## config.mk

```make
export PLATFORM = sky130hd
export DESIGN_NAME = alu_issue
export DESIGN_NICKNAME = d
export VERILOG_FILES = /design/src/rtl/alu_issue.sv
export SDC_FILE = /design/constraint.sdc
export NUM_CORES = 1
export LEC_CHECK = 0
export BUFFER_PORTS_ARGS = -buffer_cell sky130_fd_sc_hd__buf_2
export CAP_MARGIN = 20
export CORE_MARGIN = 2
export CORE_UTILIZATION = 61
export CTS_BUF_LIST = sky130_fd_sc_hd__clkbuf_8
export DETAILED_ROUTE_END_ITERATION = 10
export MAX_ROUTING_LAYER = met4
export PLACE_DENSITY = 0.8
export REMOVE_ABC_BUFFERS = 1
export SETUP_SLACK_MARGIN = 0.05
export SLEW_MARGIN = 20
export SYNTH_ARGS = -nofsm -noshare
export SYNTH_HDL_FRONTEND = slang
export SYNTH_SLANG_ARGS = --single-unit
```

## constraint.sdc

```tcl
create_clock -name clk1 -period 7.56 [get_ports clk1]
set_input_delay 1.512 -clock clk1 [delete_from_list [all_inputs] [get_ports clk1]]
set_output_delay 1.512 -clock clk1 [all_outputs]
set_load 0.05 [all_outputs]
```

## src/rtl/alu_issue.sv

```systemverilog
// ---------------------------------------------------------------------------
// alu_issue: instruction issue unit in front of the 4-stage pipelined ALU.
//
// Incoming {rs1, rs2, rd, func, addr} tuples are buffered in a FIFO. The
// unit issues at most one tuple per clock onto registered ALU inputs. While
// the head reads a register that is still in flight, it holds the head and
// sends NOP bubbles. Function codes 12..15 are dropped with a one-cycle
// err_illegal pulse.
//
// Optional build macro: ALU_ISSUE_STATS_EN adds the issued_cnt and stall_cnt
// counters. Both are cleared only by rst and saturate at 16'hFFFF.
//
// Ports:
//   clk1                        clock, every register uses its rising edge
//   rst                         synchronous active-high reset (highest priority)
//   flush                       synchronous clear of queued and pending state
//   in_valid / in_ready         input handshake (see below)
//   in_rs1/in_rs2/in_rd/in_func 4-bit instruction fields
//   in_addr                     8-bit result memory address
//   rs1/rs2/rd/func/addr        registered operand/control outputs to the ALU
//   issue_valid                 1 = real instruction on the outputs, 0 = bubble
//   err_illegal                 one-cycle pulse when an instruction is dropped
//   busy                        FIFO non-empty or any pending entry valid
//   issued_cnt, stall_cnt       (ALU_ISSUE_STATS_EN only) statistics counters
//
// Handshake: a tuple is accepted on a rising edge of clk1 where
// in_valid && in_ready. in_ready is low while the FIFO is full (even if a pop
// happens in the same cycle) and while flush is high. in_valid must not
// depend on in_ready.
// ---------------------------------------------------------------------------
module alu_issue #(
    parameter int          DEPTH      = 8,
    parameter int          PIPE_DEPTH = 2,
    parameter logic [3:0]  NOP_RD     = 4'd0,
    parameter logic [7:0]  NOP_ADDR   = 8'd255
) (
    input  logic        clk1,
    input  logic        rst,
    input  logic        flush,
    input  logic        in_valid,
    output logic        in_ready,
    input  logic [3:0]  in_rs1,
    input  logic [3:0]  in_rs2,
    input  logic [3:0]  in_rd,
    input  logic [3:0]  in_func,
    input  logic [7:0]  in_addr,
    output logic [3:0]  rs1,
    output logic [3:0]  rs2,
    output logic [3:0]  rd,
    output logic [3:0]  func,
    output logic [7:0]  addr,
    output logic        issue_valid,
    output logic        err_illegal,
`ifdef ALU_ISSUE_STATS_EN
    output logic [15:0] issued_cnt,
    output logic [15:0] stall_cnt,
`endif
    output logic        busy
);

    localparam int AW = (DEPTH > 1) ? $clog2(DEPTH) : 1;
    localparam int CW = $clog2(DEPTH + 1);
    localparam logic [3:0] NOP_FUNC = 4'd3;

    typedef struct packed {
        logic [3:0] rs1;
        logic [3:0] rs2;
        logic [3:0] rd;
        logic [3:0] func;
        logic [7:0] addr;
    } instr_t;

    typedef enum logic [1:0] {
        IDLE  = 2'd0,
        RUN   = 2'd1,
        STALL = 2'd2
    } state_t;

    // FSM state is a named signal so checkers can bind to it directly.
    state_t state, next_state;

    instr_t          mem [DEPTH];
    logic [AW-1:0]   wr_ptr, rd_ptr;
    logic [CW-1:0]   count;

    // Pending scoreboard: entry i holds the destination of the real
    // instruction issued i+1 edges ago.
    logic [PIPE_DEPTH-1:0] pend_v;
    logic [3:0]            pend_rd [PIPE_DEPTH];

    instr_t head;
    logic   full, push, pop, issue, drop, hazard, haz_bubble, illegal;

    assign head     = mem[rd_ptr];
    assign full     = (count == CW'(DEPTH));
    assign in_ready = !full && !flush;
    assign push     = in_valid && in_ready;
    assign illegal  = (head.func >= 4'd12);
    assign busy     = (count != '0) || (|pend_v);

    always_comb begin
        hazard = 1'b0;
        for (int i = 0; i < PIPE_DEPTH; i++) begin
            if (pend_v[i] && (pend_rd[i] == head.rs1 || pend_rd[i] == head.rs2))
                hazard = 1'b1;
        end
    end

    // RUN and STALL evaluate the head the same way; STALL only records
    // that the previous cycle was a hazard bubble. Issuing on the first
    // hazard-free STALL cycle gives exactly PIPE_DEPTH bubbles between a
    // dependent back-to-back pair.
    always_comb begin
        next_state = state;
        pop        = 1'b0;
        issue      = 1'b0;
        drop       = 1'b0;
        haz_bubble = 1'b0;
        case (state)
            IDLE: begin
                if (push) next_state = RUN;
            end
            RUN, STALL: begin
                if (illegal) begin
                    pop  = 1'b1;
                    drop = 1'b1;
                end else if (hazard) begin
                    haz_bubble = 1'b1;
                    next_state = STALL;
                end else begin
                    pop   = 1'b1;
                    issue = 1'b1;
                end
                if (pop)
                    next_state = (count == CW'(1) && !push) ? IDLE : RUN;
            end
            default: next_state = IDLE;
        endcase
    end

    // Storage without reset: contents are only meaningful under count.
    always_ff @(posedge clk1) begin
        if (push) mem[wr_ptr] <= '{in_rs1, in_rs2, in_rd, in_func, in_addr};
        pend_rd[0] <= head.rd;
        for (int i = 1; i < PIPE_DEPTH; i++) pend_rd[i] <= pend_rd[i-1];
    end

    always_ff @(posedge clk1) begin
        if (rst || flush) begin
            wr_ptr      <= '0;
            rd_ptr      <= '0;
            count       <= '0;
            state       <= IDLE;
            pend_v      <= '0;
            rs1         <= 4'd0;
            rs2         <= 4'd0;
            rd          <= NOP_RD;
            func        <= NOP_FUNC;
            addr        <= NOP_ADDR;
            issue_valid <= 1'b0;
            err_illegal <= 1'b0;
        end else begin
            if (push) wr_ptr <= wr_ptr + AW'(1);
            if (pop)  rd_ptr <= rd_ptr + AW'(1);
            case ({push, pop})
                2'b10:   count <= count + CW'(1);
                2'b01:   count <= count - CW'(1);
                default: count <= count;
            endcase
            state     <= next_state;
            pend_v[0] <= issue;
            for (int i = 1; i < PIPE_DEPTH; i++) pend_v[i] <= pend_v[i-1];
            if (issue) begin
                rs1  <= head.rs1;
                rs2  <= head.rs2;
                rd   <= head.rd;
                func <= head.func;
                addr <= head.addr;
            end else begin
                rs1  <= 4'd0;
                rs2  <= 4'd0;
                rd   <= NOP_RD;
                func <= NOP_FUNC;
                addr <= NOP_ADDR;
            end
            issue_valid <= issue;
            err_illegal <= drop;
        end
    end

`ifdef ALU_ISSUE_STATS_EN
    // Cleared by rst only; flush leaves the statistics intact.
    always_ff @(posedge clk1) begin
        if (rst) begin
            issued_cnt <= '0;
            stall_cnt  <= '0;
        end else begin
            if (issue && !flush && issued_cnt != 16'hFFFF)
                issued_cnt <= issued_cnt + 16'd1;
            if (haz_bubble && !flush && stall_cnt != 16'hFFFF)
                stall_cnt <= stall_cnt + 16'd1;
        end
    end
`endif

endmodule
```

Word level (Yosys, flattened, before mapping)

Memory sizes are Yosys's and may differ from the RTL's. A register that Yosys moved wholly into a read port is not among the register bits.
Cells that the tools add are included.
Widths: inputs -> output; s select.

Bits in registers: 40
Bits in latches: 0
Bits in writable memories: 200
Memory bits (read-only): 0
Input port bits: 28
Output and inout port bits: 28
Word-level logic and storage cells: 74
Memories kept: 2

Memory list:

| name    | depth | width | read ports | clocked after memory_dff | wr ports | line | text |
|---|---|---|---|---|---|---|---|
| mem     | 8     | 24    | 1          | 1                        | 1        | 82   | `instr_t mem [DEPTH];` |
| pend_rd | 2     | 4     | 2          | 0                        | 2        | 89   | `logic [3:0] pend_rd [PIPE_DEPTH];` |

Add/subtract/negate cells: 4
Multiply operators: 0
Div/mod/pow operators: 0
Order comparisons: 1
Eq/ne operators: 13
Shift operators: 0
Multiplexer cells: 20
Bitwise gates (word level): 2
Reductions and logical operators: 20

Operator list:

| operator            | number |
|---|---|
| $eq 4x4->1          | 4 |
| $mux 1              | 12 |
| $mux 2              | 4 |
| $pmux 4 s2          | 1 |
| $reduce_or 2->1     | 4 |
| $add 3x1->3 const B | 2 |
| $mux 3              | 2 |
| $ne 3x3->1 const B  | 2 |
| $logic_and 1x1->1   | 5 |
| $add 4x1->4 const B | 1 |
| $eq 2x1->1 const B  | 2 |
| $eq 2x2->1 const B  | 2 |
| $eq 4x1->1 const B  | 1 |
| $eq 4x4->1 const B  | 1 |
| $ge 4x4->1 const B  | 1 |
| $logic_or 1x1->1    | 4 |
| $pmux 2 s2          | 1 |
| $reduce_bool 4->1   | 1 |
| $sub 4x1->4 const B | 1 |
| $logic_not 1->1     | 3 |
| $reduce_and 3->1    | 1 |
| $logic_not 2->1     | 1 |
| $ne 2x2->1 const B  | 1 |
| $not 1->1           | 2 |
| $reduce_bool 2->1   | 1 |

Longest topological paths before layout

Depth after elaboration: 11
Depth in mapped cells: 15
Depth with buffers taken out: 12

Worst setup path before layout

Ideal clock, no wire load.

Path kind: input to register
Start: input flush
End: memory mem[0][0] in the netlist's numbering (enable)
Library setup time: 0.466 ns
Arrival time: 5.179 ns
Data required time: 7.094 ns
Slack: 1.915 ns
Stages on the path: 4
Buffers on the path: 1
Cells stage by stage: a31oi_1 -> nand2_1 -> clkbuf_1 -> nor4_1

Longest elaborated chain between the ends: 5

Ends and longest elaborated chain:

| what                         | line | text |
|---|---|---|
| from (decl)                  | 39   | `input logic flush,` |
| $logic_not 1->1              | 96   | `assign in_ready = !full && !flush;` |
| $logic_and 1x1->1            | 96   |  |
| $logic_and 1x1->1            | 97   | `assign push = in_valid && in_ready;` |
| $mux 1                       | 143  | `if (push) mem[wr_ptr] <= '{in_rs1, in_rs2, in_rd, in_func, in_addr};` |
| $mux 1 (not written as such) | 143  |  |
| to (decl)                    | 82   |  |

No other way between the ends.

==> results.toml <==
[layout]
final-seq-area_um2 = 6770
area_growth_syn_to_layout_pct = 12.5
nFillCells = 899
antenna_cells = 0
nets = 614
multiInputGateArea_um2 = 2270
fin_util_pct = 70.6
drive_gt1_share_pct = 27.5

[placement]
dp_hpwl_um = 9030
place_congestion = 0.793
io_buffers = 55

[power]
seqPwrFrac_pct = 58.2
p_comb_share_pct = 3.5
p_int_w = 0.00197
peakVddDrop_mv = 0.205
leakage_nw = 3.50
p_clk_share_pct = 38.3
power.density_nw_per_um2 = 243
switchingPower_w = 0.000539
swShare_pct = 21.5

[sta]
max_freq_mhz = 254
finalCritPeriodShare_pct = 52.1
tns_ns = 0
hold_viol = 0
relSlewSlack_pct = 27.2
finalSetupViolCount = 0
finalCriticalPeriod_ns = 3.94
rsz0062_at_grt = "false"
tightest_slew_ns = 1.09
slew_violations = 0
finClkSkew_ns = 0.0222
hold_ws_ns = 0.411

[drt]
drc = 0
wl_per_cell_um = 20.5
drtPass1Iterations = 4
ant_nets = 0
via_per_inst = 5.79
drt_iter0_markers = 284
routed_wl_um = 16200
via_count = 4583

[global_route]
gr-total-overflow = 0
antenna_found_initial = 0
grtUsageMet3_pct = 4.43
grt_pass1_wl_um = 25400
met2_usage_pct = 33.5
grt_busiest_layer = "met2"
grt_pass1_vias = 4684
gr-usage-met1_pct = 28.6
grt_max_degree = 59
groute.usage.overall_pct = 21.5

[clocking]
numCtsBuffers = 38
cts-htree-levels = 2
post_cts_buffers = 0
numClockSinks = 242
clock_latency_ns = 0.52
clk_path_buf_depth = 3
path_clk_slew_ns = 0.06
cts_root_buf = "clkbuf_8"
cts_resized = 0
cts_tree = "yes"
cts_hold_buf = 0

[worst_setup_path]
crit_type = "flip-flop to flip-flop"
worst-path-max-fanout = 35
end_kind = "flip-flop"
worstSetupStartpointType = "flip-flop"
r2r_setup_slack_ns = 3.62
cp_data_required_time_ns = 7.97
r2r-end = "count[3]"
critPathCapture = "count[3]"
crit_arrival_ns = 4.35
ff2ff_path_depth = 13

[synth]
synth_seq_cells = 242
synth_area_per_cell_um2 = 18.5
synth_top_area_share_pct = 63.0
synth-main-ff-cell = "edfxtp_1"
yosysWarnings = 0
ys_async_sr_fraction_pct = 0
synth_edf_count = 192
synth_largest_area_cell = "edfxtp_1"
synth_cell_types = 46
syn_area_um2 = 9160
synth_seq_area_share_pct = 73.9
netlist_instances = 495
synth.top_cells.by_area = "edfxtp_1, dfxtp_1, mux4_2, mux2i_1, ha_1"

[min_path]
hold_depth = 0
hp-class = "flip-flop to flip-flop"
hold_start = "pend_rd[0][1]"

[floorplanning]
core_area_um2 = 14600
die_area_um2 = 16000
rows = 44
die_h_um = 127
fp.dieW_um = 127
initial_core_util_pct = 62.8
ios = 56

[run]
max-cap-violations = 0

[outcome]
outcome = "finished clean"
## routing by layer
layer  vias up  wire [um]  share of wire [%]
met2       119       8110                 50
li1       2127          -                  -
met4         0        377                2.3
met1      2302       6900                 43
met5         -          0                  0
met3        35        819                5.1
## layout by cell type (no fill, tap or decap), drive strengths merged, types with 5 or more instances in the layout
| cell | synthesis | final |
|---|---|---|
| clkbuf | 8 | 39 |
| o21ai | 6 | 6 |
| edfxtp | 192 | 192 |
| inv | 8 | 26 |
| dfxtp | 50 | 50 |
| mux4 | 38 | 38 |
| a22oi | 7 | 7 |
| or3 | 5 | 5 |
| nor2 | 24 | 24 |
| nor2b | 16 | 16 |
| nand2 | 12 | 12 |
| a211o | 10 | 10 |
| nor3 | 7 | 7 |
| mux2i | 27 | 27 |
| buf | 11 | 62 |
| xnor2 | 7 | 7 |
| a21oi | 11 | 11 |
| ha | 8 | 8 |
| and3 | 5 | 5 |
| clkinv | 0 | 12 |
| xor2 | 7 | 7 |
## area by class of cell
| class | instances | share of cell area, % |
|---|---|---|
| Sequential cell | 242 | 65.7 |
| Multi-Input combinational cell | 226 | 22.0 |
| Clock buffer | 39 | 5.21 |
| Timing Repair Buffer | 62 | 3.30 |
| Tap cell | 184 | 2.23 |
| Clock inverter | 30 | 1.24 |
| Inverter | 8 | 0.291 |
## cell usage after synthesis, types with 4 or more instances
| library cell | number |
|---|---|
| clkbuf_1 | 8 |
| or3_1 | 5 |
| xnor2_1 | 7 |
| inv_1 | 7 |
| buf_2 | 5 |
| a21oi_1 | 11 |
| nand3_1 | 4 |
| a211o_1 | 10 |
| mux4_2 | 37 |
| xor2_1 | 7 |
| ha_1 | 8 |
| o21ai_0 | 6 |
| nor3_1 | 7 |
| mux2i_1 | 26 |
| and3_1 | 5 |
| nor2b_1 | 16 |
| edfxtp_1 | 192 |
| dfxtp_1 | 50 |
| nand2_1 | 12 |
| and2_1 | 4 |
| a22oi_1 | 6 |
| nor2_1 | 24 |
| mux2_2 | 4 |
| a22o_1 | 4 |
## worst max-delay path, stage by stage, from the launching register on
cell	delay (ns)
dfxtp_4	0.78
buf_12	0.30
mux4_1	0.60
mux2i_2	0.28
xor2_1	0.19
nand2_1	0.09
o32ai_2	0.17
a221o_2	0.24
inv_2	0.07
ha_1	0.24
or4_1	0.44
a21oi_1	0.23
xnor2_1	0.15
nor2_1	0.05
## state kept, by name, indices dropped and copies added (netlist names), 3 cells and up, named ones only
register / count
addr: 8
count: 4
func: 4
mem: 192
pend_rd: 8
rd: 4
rd_ptr: 3
rs1: 4
rs2: 4
wr_ptr: 3
## power groups by stage
stage / registers, W / clock network (W) / logic, W
floorplan: 0.00149 / 0 / 0.0000511
global placement: 0.00149 / 0 / 0.0000821
detailed placement: 0.00149 / 0 / 0.0000863
CTS: 0.00146 / 0.000981 / 0.0000867
global route: 0.00146 / 0.00103 / 0.0000966
finish: 0.00146 / 0.000960 / 0.0000880
## through the flow
step	setup WS, ns	power (W)	cell area (um2)	instances
3_3_place_gp	3.70	0.00157	9620	721
5_1_grt	3.38	0.00259	10300	791
2_1_floorplan	1.78	0.00154	9010	476
3_5_place_dp	3.52	0.00157	9620	721
4_1_cts	3.52	0.00253	10300	790
6_report	3.62	0.00250	10300	791
## how the worst min path moves through the flow
stage / endpoint / slack (ns)
CTS: pend_rd[0][4] / 0.41
global placement: pend_rd[0][7] / 0.41
global route: pend_rd[0][4] / 0.42
floorplan: pend_rd[0][5] / 0.36
detailed placement: pend_rd[0][4] / 0.41
finish: pend_rd[0][5] / 0.41
## cell families (layout without fill, tap and decap cells)
kind of cell             count (synthesis)  count (layout)  synth area share (%)
XOR/XNOR                                14              14                  1.34
adder cells (fa/ha/maj)                  8               8                  1.09
AO/OA/AOI/OAI                           47              47                  3.84
multiplexers                            69              69                  12.9
buffers and inverters                   27             139                  1.86
AND/OR/NAND/NOR                         88              88                  5.08
flip-flops                             242             242                  73.9
Power figures use the tool's default switching activity.
